`src/rtl/dispense_timer.sv`:
```
// Ingredient dispense timer: opens one valve for DUR_<code> ticks of TICK_DIV clocks, then pulses t_expired.
// Optional feature: define DISPENSE_ABORT_EN to add an abort input that cuts a running dispense short.
module dispense_timer #(
  parameter int unsigned TICK_DIV = 4,
  parameter logic [7:0]  DUR_1    = 8'd3,
  parameter logic [7:0]  DUR_2    = 8'd5,
  parameter logic [7:0]  DUR_3    = 8'd2,
  parameter logic [7:0]  DUR_4    = 8'd4,
  parameter logic [7:0]  DUR_5    = 8'd1
) (
  input  logic       clk,
  input  logic       rst_n,
  input  logic       start_timer,
  input  logic [2:0] ing_type,
`ifdef DISPENSE_ABORT_EN
  input  logic       abort,
`endif
  output logic       t_expired,
  output logic       busy,
  output logic [4:0] valve,
  output logic [7:0] remaining
);

  localparam int unsigned PW = (TICK_DIV > 1) ? $clog2(TICK_DIV) : 1;
  localparam logic [PW-1:0] PRESC_LAST = PW'(TICK_DIV - 1);

  typedef enum logic [1:0] {IDLE, RUN, DONE} state_t;

  state_t        state_q, state_d;
  logic [PW-1:0] presc_q, presc_d;
  logic [7:0]    remaining_q, remaining_d;
  logic [2:0]    code_q, code_d;
  logic [4:0]    valve_q, valve_d;
  logic          t_expired_q, t_expired_d;
  logic          busy_q, busy_d;
  logic          abort_req;

`ifdef DISPENSE_ABORT_EN
  assign abort_req = abort;
`else
  assign abort_req = 1'b0;
`endif

  function automatic logic [7:0] dur_of(input logic [2:0] code);
    case (code)
      3'd1:    return DUR_1;
      3'd2:    return DUR_2;
      3'd3:    return DUR_3;
      3'd4:    return DUR_4;
      3'd5:    return DUR_5;
      default: return 8'd0;
    endcase
  endfunction

  function automatic logic [4:0] onehot(input logic [2:0] code);
    case (code)
      3'd1:    return 5'b00001;
      3'd2:    return 5'b00010;
      3'd3:    return 5'b00100;
      3'd4:    return 5'b01000;
      3'd5:    return 5'b10000;
      default: return 5'b00000;
    endcase
  endfunction

  always_comb begin
    state_d     = state_q;
    presc_d     = presc_q;
    remaining_d = remaining_q;
    code_d      = code_q;
    case (state_q)
      IDLE: begin
        if (start_timer) begin
          // A zero duration is handled exactly like an unknown code.
          if (dur_of(ing_type) != 8'd0) begin
            state_d     = RUN;
            code_d      = ing_type;
            remaining_d = dur_of(ing_type);
            presc_d     = '0;
          end else begin
            state_d     = DONE;
            code_d      = 3'd0;
            remaining_d = 8'd0;
          end
        end
      end
      RUN: begin
        if (abort_req) begin
          state_d     = DONE;
          remaining_d = 8'd0;
          presc_d     = '0;
        end else if (presc_q == PRESC_LAST) begin
          presc_d = '0;
          if (remaining_q <= 8'd1) begin
            state_d     = DONE;
            remaining_d = 8'd0;
          end else begin
            remaining_d = remaining_q - 8'd1;
          end
        end else begin
          presc_d = presc_q + PW'(1);
        end
      end
      DONE: begin
        state_d = IDLE;
        code_d  = 3'd0;
      end
      default: begin
        state_d     = IDLE;
        presc_d     = '0;
        remaining_d = 8'd0;
        code_d      = 3'd0;
      end
    endcase

    // Outputs are decoded from the next state so they arrive registered.
    valve_d     = (state_d == RUN) ? onehot(code_d) : 5'b00000;
    busy_d      = (state_d != IDLE);
    t_expired_d = (state_d == DONE);
  end

  always_ff @(posedge clk) begin
    if (!rst_n) begin
      state_q     <= IDLE;
      presc_q     <= '0;
      remaining_q <= 8'd0;
      code_q      <= 3'd0;
      valve_q     <= 5'b00000;
      t_expired_q <= 1'b0;
      busy_q      <= 1'b0;
    end else begin
      state_q     <= state_d;
      presc_q     <= presc_d;
      remaining_q <= remaining_d;
      code_q      <= code_d;
      valve_q     <= valve_d;
      t_expired_q <= t_expired_d;
      busy_q      <= busy_d;
    end
  end

  assign t_expired = t_expired_q;
  assign busy      = busy_q;
  assign valve     = valve_q;
  assign remaining = remaining_q;

endmodule

```
`config.mk`:
```
export PLATFORM = sky130hd
export DESIGN_NAME = dispense_timer
export DESIGN_NICKNAME = d
export VERILOG_FILES = /design/src/rtl/dispense_timer.sv
export SDC_FILE = /design/constraint.sdc
export NUM_CORES = 1
export LEC_CHECK = 0
export CAP_MARGIN = 30
export CORE_UTILIZATION = 50
export DETAILED_ROUTE_END_ITERATION = 10
export GPL_TIMING_DRIVEN = 0
export HOLD_SLACK_MARGIN = 0.05
export PLACE_DENSITY = 0.77
export SYNTH_ARGS = -nofsm -noshare
export SYNTH_HDL_FRONTEND = slang
export SYNTH_SLANG_ARGS = --single-unit
```
`constraint.sdc`:
```
create_clock -name clk -period 2.08 [get_ports clk]
set_input_delay 0.416 -clock clk [delete_from_list [all_inputs] [get_ports clk]]
set_output_delay 0.416 -clock clk [all_outputs]
set_load 0.01 [all_outputs]
```
# Yosys cells after proc, flatten, opt, wreduce, memory -nomap -nowiden
# Cells that the tools add are included.
dict set report op_classes {
  addsub 2
  magnitude_cmp 1
  eq_ne 18
  n_mux 21
  n_bitwise 1
  n_reduce_logical 6
}
# cell n
set op_table {}
lappend op_table {{$mux W8} 6}
lappend op_table {{$pmux W5 S5} 1}
lappend op_table {{$pmux W8 S3} 1}
lappend op_table {{$pmux W3 S5} 1}
lappend op_table {{$mux W2} 7}
lappend op_table {{$eq A3 B2 Y1 const B} 4}
lappend op_table {{$eq A3 B3 Y1 const B} 4}
lappend op_table {{$le A8 B1 Y1 const B} 1}
lappend op_table {{$reduce_bool A8 Y1} 1}
lappend op_table {{$sub A8 B1 Y8 const B} 1}
lappend op_table {{$eq A2 B2 Y1 const B} 3}
lappend op_table {{$eq A3 B1 Y1 const B} 2}
lappend op_table {{$mux W3} 2}
lappend op_table {{$ne A2 B2 Y1 const B} 3}
lappend op_table {{$pmux W2 S3} 1}
lappend op_table {{$pmux W3 S2} 1}
lappend op_table {{$reduce_and A3 Y1} 2}
lappend op_table {{$eq A2 B1 Y1 const B} 2}
lappend op_table {{$pmux W2 S2} 1}
lappend op_table {{$add A2 B1 Y2 const B} 1}
lappend op_table {{$logic_not A2 Y1} 1}
lappend op_table {{$reduce_and A2 Y1} 1}
lappend op_table {{$reduce_bool A2 Y1} 1}
lappend op_table {{$not A1 Y1} 1}
dict set report totals {
  reg_bits 22
}

# Logic depth before layout (Yosys ltp)
dict set report depth {
  ltp_word 10
  ltp_mapped 7
}

# Least setup slack after synthesis
# OpenSTA, ideal clock, no wires.
dict set report synth_timing {
  path_kind {input to register}
  from {input port ing_type[1]}
  to {register valve_q[4], in the netlist valve[4]}
  arrival_ns 1.524
  required_ns 1.984
  setup_slack_ns 0.460
  cell_stages 7
  path_buffers 0
  cell_sequence {inv_1 ha_1 nor2b_1 o21ai_0 o21ai_1 a22oi_4 nor4b_1}
}
dict set report synth_via {
  elab_chain_cells 10
  word_cells_on_any_way 23
  cone_classes {11 x eq/ne; 10 x mux; 2 x reduce/logical}
}
# item line_no
set synth_lines {}
lappend synth_lines {{start: declaration} 14} ;# input logic [2:0] ing_type,
lappend synth_lines {{$eq A3 B3 Y1, or another cell as far along} 45} ;# case (code)
lappend synth_lines {{$pmux W3 S5} 45}
lappend synth_lines {{$mux W8} 73} ;# if (start_timer) begin
lappend synth_lines {{$mux W8} 71} ;# case (state_q)
lappend synth_lines {{$reduce_bool A8 Y1} 75} ;# if (dur_of(ing_type) != 8'd0) begin
lappend synth_lines {{$mux W3 or $mux W2 (tied branches)} 75}
lappend synth_lines {{$mux W3 or $mux W2 (tied branches)} 73}
lappend synth_lines {{$pmux W3 S2 or $pmux W2 S2 (tied branches)} 71}
lappend synth_lines {{$eq A3 B3 Y1, or another cell as far along} 56} ;# case (code)
lappend synth_lines {{$pmux W5 S5 or $reduce_and A2 Y1 (tied branches)} -}
lappend synth_lines {{end signal: assignment} 136} ;# valve_q <= valve_d;
lappend synth_lines {{end: declaration} 33} ;# logic [4:0] valve_q, valve_d;
# Several ways; a longest one is shown, not always the timed one. The select of a mux whose other input is x is not followed.
# A chain may end at the register's enable or synchronous reset.

# Final worst setup path
dict set report layout_timing {
  from {register remaining_q[5], in the netlist remaining[5]}
  to {output port remaining[5]}
}
# item line_no
set layout_lines {}
lappend layout_lines {{start: declaration} 31} ;# logic [7:0] remaining_q, remaining_d;
lappend layout_lines {{start signal: assignment} 134} ;# remaining_q <= remaining_d;
lappend layout_lines {{end: declaration} 21} ;# output logic [7:0] remaining
# No word-level cell between the ends.

==> flow_metrics.tcl <==
set metrics [dict create \
    cp.required_ns 1.66 \
    cts_tree "built" \
    grt_pass1_wl_um 3530 \
    antenna_found_initial 0 \
    hold_path_end "presc_q[1]" \
    grt_pass1_vias 829 \
    fmax_ghz 0.553 \
    grt_max_degree 13 \
    worstPathMaxFanout 4 \
    rsz0062_at_grt "no" \
    final_antenna_net_count 0 \
    powerDensity_nw_per_um2 741 \
    yosys.area.top_type_share_pct 39.7 \
    insertion_delay_ns 0.30 \
    critical-path-top-delay-family "buffers and inverters" \
    finalCritPeriodShare_pct 86.9 \
    hold_viol 0 \
    dr.pass1.iters 4 \
    synthArstFlopShare_pct 0 \
    ir_drop_v 0.000521 \
    synth_cell_type_count 37 \
    cts_setup_buffers 0 \
    cts_buffer_depth 2 \
    reg2regPathDepth 7 \
    reg2reg_to "valve[0]" \
    worstReg2RegStart "remaining[0]" \
    ios 21 \
    wl_um 2060 \
    synth_edf_count 0 \
    synth-main-ff-cell "dfxtp_1" \
    finalNetCount 158 \
    cp_slowest_cell "clkdlybuf4s50_1" \
    cts_buffers 3 \
    setup_viol 0 \
    syn_inst 122 \
    netlist_area_um2 1110 \
    finalWeightedCongestion 0.777 \
    max_slew_margin_pct 76.3 \
    drc_errors 0 \
    hold_depth 1 \
    drv_slew 0 \
    worst_clock_skew_ns 0.00445 \
    fillCellCount 180 \
    chipWidth_um 49.1 \
    min_path_type "reg -> reg" \
    ys_seq_area_share_pct 39.7 \
    h-tree-depth 1 \
    worst_pin_slew_ns 0.355 \
    fp.coreArea_um2 2020 \
    critPathKind "reg -> out" \
    start_util_pct 54.8 \
    rrSetupSlack_ns 0.42 \
    leakage_nw 0.560 \
    vias 935 \
    postCtsResizedCells 2 \
    synthTopCellsByArea "dfxtp_1 (40%), nor2_1 (6.1%), ha_1 (5.6%)" \
    num_antenna_cells 0 \
    drt_iter0_markers 12 \
    dp_hpwl_um 1600 \
    max_cap_violations 0 \
    ys_ff_latch 22 \
    postLayoutCoreUtil_pct 68.5 \
    fin_setup_tns_ns 0 \
    layout_common_cells "dfxtp_1 (22), clkdlybuf4s50_1 (19), nor2_1 (18)" \
    hp-start "presc_q[1]" \
    cp.arrival_ns 1.39 \
    status "completed" \
    synth.avg_cell_area_um2 9.09 \
    layout-drive-gt1-share_pct 12.3 \
    io_buffers 20 \
    critical_path_buf_inv_count 1 \
    die_area_um2 2410 \
    max_stage_delay_ns 0.62 \
    synth.largest_area_cell "dfxtp_1" \
    num_rows 16 \
    whs_ns 0.493 \
    final_common_cell "dfxtp_1" \
    track_usage_pct 18.9 \
    period_needed_ns 1.81 \
    viasPerCell 5.40 \
    cts_root_buf "clkbuf_4" \
    cts_num_sinks 22 \
    die_y_um 49.1 \
    synth_fp_nets 133 \
    yosys_warnings 0 \
    cp-start-kind "flip-flop" \
    areaGrowthSynthToFinish_pct 24.9 \
    grt-ovfl-total 0 \
    clkTransAtPathRegs_ns 0.12 \
    hold_buffers 0 \
    path_cells "clkdlybuf4s50_1" \
    wl_per_cell_um 11.9 \
    endpoint_kind "output port" \
]
-- metrics by stage --
| stage | worst slack [ns] | total power [mW] | cell area (um2) | std cells |
|---|---|---|---|---|
| after global placement | -0.330 | 0.787 | 1340 | 169 |
| after CTS | 0.0640 | 1.03 | 1380 | 173 |
| after floorplan | 0.460 | 0.702 | 1110 | 122 |
| after global routing | 0.205 | 1.08 | 1390 | 173 |
| after detailed placement | -0.352 | 0.797 | 1340 | 169 |
| final | 0.272 | 1.03 | 1390 | 173 |
-- cells in the mapped netlist, types with 2 or more instances --
master,count
a31oi_1,4
a32o_1,2
xnor2_1,3
nand3_1,5
nor3_2,2
nor3_1,4
o21ai_0,3
mux2i_1,3
nand2b_1,3
and2_1,2
a21oi_1,6
buf_2,2
nand2_1,6
ha_1,5
o31ai_1,2
nor4b_1,3
nor2b_1,4
inv_1,5
dfxtp_1,22
xor2_1,2
nor2_1,18
-- power by group --
| group | internal, mW | switching [mW] |
|---|---|---|
| combinational | 0.152 | 0.158 |
| clock | 0.107 | 0.128 |
| sequential | 0.451 | 0.0309 |
-- cell families (layout without fill, tap and decap cells) --
logic type,after synthesis,in the layout,share of synthesized area [%]
buffers and inverters,9,33,4.29
DFF,22,22,39.7
muxes,3,3,2.71
and+or+nand+nor,56,56,29.2
adders and majority gates,5,5,5.64
xor gates and xnor gates,5,5,3.95
AOI/OAI and AO/OA,22,22,14.4
-- registers in the layout, summed over array words and instances, names as in the netlist --
| register | cells |
|---|---|
| remaining | 8 |
| valve | 5 |
| code_q | 3 |
| presc_q | 2 |
| state_q | 2 |
| busy | 1 |
| t_expired | 1 |
-- worst max-delay path by stage --
stage          slack (ns)            to         start  cells past startpoint
2_1_floorplan        0.46      valve[4]   ing_type[1]                      7
3_3_place_gp        -0.33      valve[4]   ing_type[1]                      8
3_5_place_dp        -0.35      valve[3]   ing_type[1]                      8
4_1_cts              0.06      valve[0]   ing_type[1]                      8
5_1_grt              0.21      valve[4]  remaining[0]                      7
6_report             0.27  remaining[5]  remaining[5]                      1
-- area by class of cell --
| class | count | area, um2 | share of cell area (%) |
|---|---|---|---|
| Multi-Input combinational cell | 91 | 624 | 45.1 |
| Sequential cell | 22 | 440 | 31.8 |
| Timing Repair Buffer | 20 | 203 | 14.6 |
| Clock buffer | 4 | 36.3 | 2.62 |
| Tap cell | 27 | 33.8 | 2.44 |
| Buffer | 4 | 28.8 | 2.08 |
| Inverter | 5 | 18.8 | 1.36 |
-- routing by layer --
layer | up-vias | GRT usage, % | wire, um
li1 | 478 | - | -
met1 | 432 | 24.5 | 988
met2 | 23 | 30.8 | 980
met3 | 2 | 3.74 | 67
met4 | 0 | 7.35 | 27
met5 | - | 0 | 0
No activity file was read; power rests on OpenSTA's default activity.
